**src/rtl/mem_access_unit.sv**
```systemverilog
// mem_access_unit: multi-cycle load/store unit in front of the memory bridge.
// Optional MAU_STAT_CNT_EN adds completed load/store counters.
module mem_access_unit #(
  parameter int unsigned RD_LATENCY = 0
) (
  input  logic        iClock,
  input  logic        iReset,
  input  logic        iReqValid,
  output logic        oReqReady,
  input  logic        iReqWrite,
  input  logic [63:0] iReqAddr,
  input  logic [63:0] iReqData,
  input  logic [1:0]  iReqSize,
  input  logic        iReqSigned,
  output logic        oRespValid,
  input  logic        iRespReady,
  output logic [63:0] oRespData,
  output logic        oRespErr,
  output logic        oMemRdEn,
  output logic [63:0] oMemRdAddrLoad,
  input  logic [63:0] iMemRdDataLoad,
  output logic        oMemWrEn,
  output logic [63:0] oMemWrAddr,
  output logic [63:0] oMemWrData,
  output logic [7:0]  oMemWrLen,
  output logic [31:0] oLoadCnt,
  output logic [31:0] oStoreCnt
);

  typedef enum logic [1:0] {
    IDLE, ACCESS, WAIT, RESP
  } state_t;

  localparam logic [31:0] LAST =
    (RD_LATENCY > 0) ? 32'(RD_LATENCY - 1) : 32'd0;

  state_t state, state_nxt;

  logic        req_write;
  logic [63:0] req_addr;
  logic [63:0] req_data;
  logic [1:0]  req_size;
  logic        req_signed;
  logic [63:0] resp_data;
  logic        resp_err;
  logic [31:0] wait_cnt;
  logic        accept;
  logic        in_access;
  logic        sample;

  function automatic logic misaligned(
    input logic [2:0] a,
    input logic [1:0] s
  );
    unique case (s)
      2'd0:    return 1'b0;
      2'd1:    return a[0];
      2'd2:    return |a[1:0];
      default: return |a;
    endcase
  endfunction

  function automatic logic [63:0] extract(
    input logic [63:0] beat,
    input logic [2:0]  off,
    input logic [1:0]  s,
    input logic        sgn
  );
    logic [63:0] sh;
    sh = beat >> {off, 3'b000};
    unique case (s)
      2'd0:    return {{56{sgn & sh[7]}}, sh[7:0]};
      2'd1:    return {{48{sgn & sh[15]}}, sh[15:0]};
      2'd2:    return {{32{sgn & sh[31]}}, sh[31:0]};
      default: return sh;
    endcase
  endfunction

  function automatic logic [63:0] mask_data(
    input logic [63:0] d,
    input logic [1:0]  s
  );
    unique case (s)
      2'd0:    return {56'd0, d[7:0]};
      2'd1:    return {48'd0, d[15:0]};
      2'd2:    return {32'd0, d[31:0]};
      default: return d;
    endcase
  endfunction

  assign accept    = (state == IDLE) && iReqValid;
  assign in_access = (state == ACCESS);
  assign sample    =
    (in_access && !req_write && RD_LATENCY == 0) ||
    ((state == WAIT) && (wait_cnt == LAST));

  // State register; reset drops any in-flight access.
  always_ff @(posedge iClock) begin
    if (!iReset) state <= IDLE;
    else         state <= state_nxt;
  end

  // Next-state selection.
  always_comb begin
    state_nxt = state;
    unique case (state)
      IDLE: begin
        if (iReqValid)
          state_nxt = misaligned(iReqAddr[2:0], iReqSize)
                      ? RESP : ACCESS;
      end
      ACCESS: begin
        if (req_write || RD_LATENCY == 0) state_nxt = RESP;
        else                              state_nxt = WAIT;
      end
      WAIT: begin
        if (wait_cnt == LAST) state_nxt = RESP;
      end
      default: begin
        if (iRespReady) state_nxt = IDLE;
      end
    endcase
  end

  // Request latch, read-wait counter and response capture.
  always_ff @(posedge iClock) begin
    if (!iReset) begin
      req_write  <= 1'b0;
      req_addr   <= '0;
      req_data   <= '0;
      req_size   <= '0;
      req_signed <= 1'b0;
      resp_data  <= '0;
      resp_err   <= 1'b0;
      wait_cnt   <= '0;
    end else begin
      if (accept) begin
        req_write  <= iReqWrite;
        req_addr   <= iReqAddr;
        req_data   <= iReqData;
        req_size   <= iReqSize;
        req_signed <= iReqSigned;
        resp_err   <= misaligned(iReqAddr[2:0], iReqSize);
        resp_data  <= '0;
        wait_cnt   <= '0;
      end
      if (state == WAIT) wait_cnt <= wait_cnt + 32'd1;
      if (sample)
        resp_data <= extract(iMemRdDataLoad, req_addr[2:0],
                             req_size, req_signed);
    end
  end

  assign oReqReady  = (state == IDLE);
  assign oRespValid = (state == RESP);
  assign oRespData  = (state == RESP) ? resp_data : '0;
  assign oRespErr   = (state == RESP) && resp_err;

  assign oMemRdEn       = in_access && !req_write;
  assign oMemRdAddrLoad =
    oMemRdEn ? {req_addr[63:3], 3'b000} : '0;

  assign oMemWrEn   = in_access && req_write;
  assign oMemWrAddr = oMemWrEn ? req_addr : '0;
  assign oMemWrData =
    oMemWrEn ? mask_data(req_data, req_size) : '0;
  assign oMemWrLen  =
    oMemWrEn ? (8'd1 << req_size) : 8'd0;

`ifdef MAU_STAT_CNT_EN
  logic [31:0] load_cnt;
  logic [31:0] store_cnt;
  logic        done;

  assign done = (state == RESP) && iRespReady && !resp_err;

  // Completed non-error access counters, wrapping.
  always_ff @(posedge iClock) begin
    if (!iReset) begin
      load_cnt  <= '0;
      store_cnt <= '0;
    end else if (done) begin
      if (req_write) store_cnt <= store_cnt + 32'd1;
      else           load_cnt  <= load_cnt + 32'd1;
    end
  end

  assign oLoadCnt  = load_cnt;
  assign oStoreCnt = store_cnt;
`else
  assign oLoadCnt  = '0;
  assign oStoreCnt = '0;
`endif

endmodule

```
**config.mk**
```make
export PLATFORM = sky130hd
export DESIGN_NAME = mem_access_unit
export DESIGN_NICKNAME = d
export VERILOG_FILES = /design/src/rtl/mem_access_unit.sv
export SDC_FILE = /design/constraint.sdc
export NUM_CORES = 1
export LEC_CHECK = 0
export ABC_AREA = 0
export BUFFER_PORTS_ARGS = -buffer_cell sky130_fd_sc_hd__clkbuf_2
export CORE_AREA = 3 3 204 206
export DETAILED_ROUTE_END_ITERATION = 10
export DIE_AREA = 0 0 207 209
export GPL_TIMING_DRIVEN = 0
export PLACE_DENSITY = 0.62
export SLEW_MARGIN = 20
export SYNTH_ARGS = -nofsm -noshare
export SYNTH_HDL_FRONTEND = slang
export SYNTH_SLANG_ARGS = --single-unit
```
**constraint.sdc**
```tcl
create_clock -name iClock -period 5.86 [get_ports iClock]
set_input_delay 0 -clock iClock [delete_from_list [all_inputs] [get_ports iClock]]
set_output_delay 0 -clock iClock [all_outputs]
set_load 0.05 [all_outputs]
```
======== Yosys cells after proc, flatten, opt, wreduce, memory -nomap -nowiden ========
Index checks and enable logic that the tools add are counted.
storage, ports and cells
  bits in registers ....................... 231
  latch bits .............................. 0
  bits in writable memories ............... 0
  ROM bits ................................ 0
  input port bits ......................... 200
  output and inout bits ................... 333
  word-level logic and storage cells ...... 60
  memories ................................ 0
operators by class
  add/sub/neg operators ................... 1
  multipliers ............................. 0
  divide/modulo/power cells ............... 0
  $lt $le $gt $ge ......................... 0
  eq/ne operators ......................... 9
  shift-type cells ........................ 2
  multiplexer cells ....................... 19
  bitwise gates (word level) .............. 3
  reduce and logical (&&, ||, !) cells .... 17
operators by type and width
  kind                                                                    number
  64-bit 2-to-1 mux                                                       6
  64-bit one-hot mux with 3 select lines                                  2
  32-bit 2-to-1 mux                                                       2
  64-bit by 6-bit >> shifter with 64-bit output                           1
  32-bit by 1-bit adder with 32-bit output (second input constant)        1
  32-bit zero test                                                        1
  2-bit equality test (second input constant)                             4
  2-bit 2-to-1 mux                                                        4
  8-bit 2-to-1 mux                                                        1
  1-bit by 2-bit left shift with 8-bit output (first input constant)      1
  2-bit by 1-bit equality test with 1-bit output (second input constant)  3
  2-bit zero test                                                         3
  2-bit one-hot mux with 3 select lines                                   1
  1-bit logical AND                                                       5
  2-bit inequality test (second input constant)                           2
  2-bit nonzero test                                                      2
  4-bit nonzero test                                                      1
  1-bit AND                                                               3
  1-bit one-hot mux with 3 select lines                                   1
  3-bit AND reduction                                                     1
  3-bit OR reduction                                                      1
  1-bit 2-to-1 mux                                                        2
  2-bit OR reduction                                                      1
  1-bit zero test                                                         1
  1-bit logical OR                                                        1

======== Longest topological paths before layout ========
  depth after elaboration ................. 7
  depth in mapped cells ................... 10
  gate-level depth less buffers ........... 7

======== Worst setup path before layout ========
OpenSTA, ideal clock, no wires.
  path type ............................... register -> output
  start ................................... reg state[1]
  end ..................................... out oMemWrLen[2]
  arrival time ............................ 2.599 ns
  data required time ...................... 5.860 ns
  setup slack ............................. 3.261 ns
  stages on the path, launching flop included .. 10
  path buffers ............................ 3
  path through ............................ dfxtp_1 -> inv_1 -> ha_1 -> clkbuf_1 -> nand2_1 -> inv_1 -> clkbuf_1 -> clkbuf_1 -> nand2_1 -> nor2_1
on the way
  word-level cells in the longest chain between the ends .. 3
ends and longest elaborated chain
  element                                         RTL line  text
  start, declared                                 37        state_t state, state_nxt;
  start signal, assigned                          100       else state <= state_nxt;
  2-bit by 1-bit equality test with 1-bit output  92        assign in_access = (state == ACCESS);
  1-bit logical AND                               163       assign oMemWrEn = in_access && req_write;
  net oMemWrEn                                    22        output logic oMemWrEn,
  8-bit 2-to-1 mux                                168       oMemWrEn ? (8'd1 << req_size) : 8'd0;
  end, declared                                   25        output logic [7:0] oMemWrLen,
The timed path passes the listed nets, and every way through them passes these cells.

======== Worst setup path after layout ========
  start ................................... reg state[0]
  end ..................................... out oMemWrData[60]
on the way
  word-level cells in the longest chain between the ends .. 3
ends and longest elaborated chain
  element                                         RTL line  text
  2-bit by 1-bit equality test with 1-bit output  92
  1-bit logical AND                               163
  64-bit 2-to-1 mux                               166       oMemWrEn ? mask_data(req_data, req_size) : '0;
  end, declared                                   24        output logic [63:0] oMemWrData,
Every way passes these cells.

==> flow_summary.toml <==
[worst_setup_path]
critPathRequiredTime_ns = 5.86
crit_path_end_kind = "primary output"
crit_path_start_kind = "register"
critical_path.max_fanout = 10
crit_type = "reg -> out"
arrival_ns = 3.87

[pwr]
p_per_area_nw_per_um2 = 330
leakagePower_nw = 8.72
ir_drop_mv = 0.240

[synthesis]
synth_top_area_share_pct = 35.3
synth_cell_types = 60
syn-mean-instance-area_um2 = 7.87
ys_seq_area_share_pct = 35.3
synth_cells = 1665
ys_ff_latch = 231
synth_ff_type = "dfxtp_1"
synth.largest_area_cell = "dfxtp_1"
synth_edf_count = 0
synth_area_um2 = 13100
yosysWarnings = 0
yosys-top-cells-area = "dfxtp_1 35%, nand2_1 9.9%, a21oi_1 6.6%"
synthArstFlopShare_pct = 0

[clocking]
clk-insertion-delay-late_ns = 0.58
cts_buffers = 28
cts-htree-levels = 1
cts_resized = 0
cts_root_buffer = "clkbuf_16"
cts_tree = "yes"
clock_path_buffers = 3
clk_pin_slew_ns = 0.06
clock-sinks = 231

[placed_design]
place.gp.congestion = 0.982
place_inst = 2721
numPortBuffers = 461
hpwl_um = 44600

[finish]
layout_common_cells = "461 x clkbuf_2, 347 x nand2_1, 231 x dfxtp_1"
syn2layout_area_growth_pct = 43.3
final_common_cell = "clkbuf_2"
layout-drive-gt1-share_pct = 27.8
num-nets-final = 2577
final_cells = 2917

[grt]
grt_use_total_pct = 25.0
antenna_found_initial = 1
grt_max_degree = 16
gr-total-overflow = 0
grt_pass1_wl_um = 86500
grt_pass1_vias = 14600

[sta]
min_period_ns = 3.87
rsz0062_at_grt = "no"
maxSlewHeadroom_pct = 40.1
hold_viol_final = 0
setup-tns-final_ns = 0
fin_hold_ws_ns = 0.0408
finalMaxSlewViolations = 0
clock_skew_ns = 0.0310
setup-violations-final = 0
max_freq_ghz = 0.258
final.period_utilization_pct = 66.0
tightest_slew_ns = 0.891

[drt]
wl_per_cell_um = 19.8
via_per_inst = 5.08
num_vias = 14800
drtIter0Drc = 1052
final_antenna_net_count = 0
drtPass1Iterations = 5
post-route-drc-count = 0
routed_wl_um = 57600

[die]
core_um2 = 39800
die_y_um = 209
die_w_um = 207
dieArea_um2 = 43300
start_util_pct = 32.9
rows = 73
ioPinCount = 533

[run]
maxCapViolations = 0

[run_status]
status = "completed"

[worst_hold_path]
hold_class = "in -> reg"
## cell usage after synthesis, drive strengths merged, types with 24 or more instances
master / instances
nand2: 347
dfxtp: 231
a21oi: 173
and2: 138
and3: 134
clkbuf: 116
buf: 105
mux2i: 60
nor2: 39
a32o: 32
nand3: 26
o21ai: 24
## power breakdown
group	switching, mW	internal [mW]
clock	0.725	1.14
combinational	1.64	0.721
sequential	0.148	1.81
## worst max-delay path, cell delays in order (launching register included)
cell and delay (ns):
dfxtp_1 0.42, ha_1 0.17, clkbuf_1 0.46, nand2_1 0.42
inv_1 0.23, clkbuf_1 0.44, clkbuf_1 0.49, and3_1 0.35
clkbuf_2 0.31
## layer usage
metal,global-route usage (%),vias up,routed length [µm]
met5,0,-,0
met4,7.75,0,1870
met3,5.06,110,3960
met2,42.6,631,27700
met1,32.1,7064,24100
li1,-,7016,-
## state kept, by name, indices dropped and copies added, names as in the netlist, 2 cells and up
register,flops
resp_data,64
req_addr,64
wait_cnt,32
state,2
req_data,64
req_size,2
## per-stage QoR
step | utilization [%] | total power, mW | setup slack, ns | area (µm²)
2_1_floorplan | - | 3.49 | 3.26 | 13400
3_3_place_gp | 41.0 | 4.19 | 2.59 | 16300
3_5_place_dp | 41.0 | 4.23 | 2.52 | 16300
4_1_cts | 47.1 | 6.18 | 1.92 | 18800
5_1_grt | 47.1 | 6.50 | 1.77 | 18800
6_report | 47.1 | 6.19 | 1.99 | 18800
## what timing repair did
action	CTS	global route
hold buffers	144	0
hold endpoints to repair	145	0
setup buffers	0	0
## area by class of cell
type                            count  area (µm²)
Clock buffer                       39         812
Antenna cell                        1        2.50
Sequential cell                   231        4620
Timing Repair Buffer              605        3750
Tap cell                          525         657
Clock inverter                     12         190
Multi-Input combinational cell   1269        7520
Inverter                           14        52.6
Fill cell                        4034       21100
Buffer                            221        1170
## logic make-up after synthesis
logic type | Yosys count | share of synthesized area, %
AOI/OAI and AO/OA | 324 | 15.8
xor gates and xnor gates | 2 | 0.134
adders and majority gates | 7 | 0.669
buffers and inverters | 235 | 9.32
DFF | 231 | 35.3
muxes | 98 | 9.26
other | 1 | 0.0286
and+or+nand+nor | 767 | 29.4
## worst paths after layout
path,startpoint,end,slack (ns),depth (start not counted)
max,state[0]$_SDFFE_PN0P_,oMemWrData[60],1.99,8
min,iMemRdDataLoad[55],resp_data[47]$_SDFFE_PN0P_,0.04,4
max reg2reg,state[1]$_SDFFE_PN0P_,resp_data[57]$_SDFFE_PN0P_,2.82,9
min reg2reg,req_data[34]$_SDFFE_PN0P_,req_data[34]$_SDFFE_PN0P_,0.45,2
(Power assumes the default switching activity.)
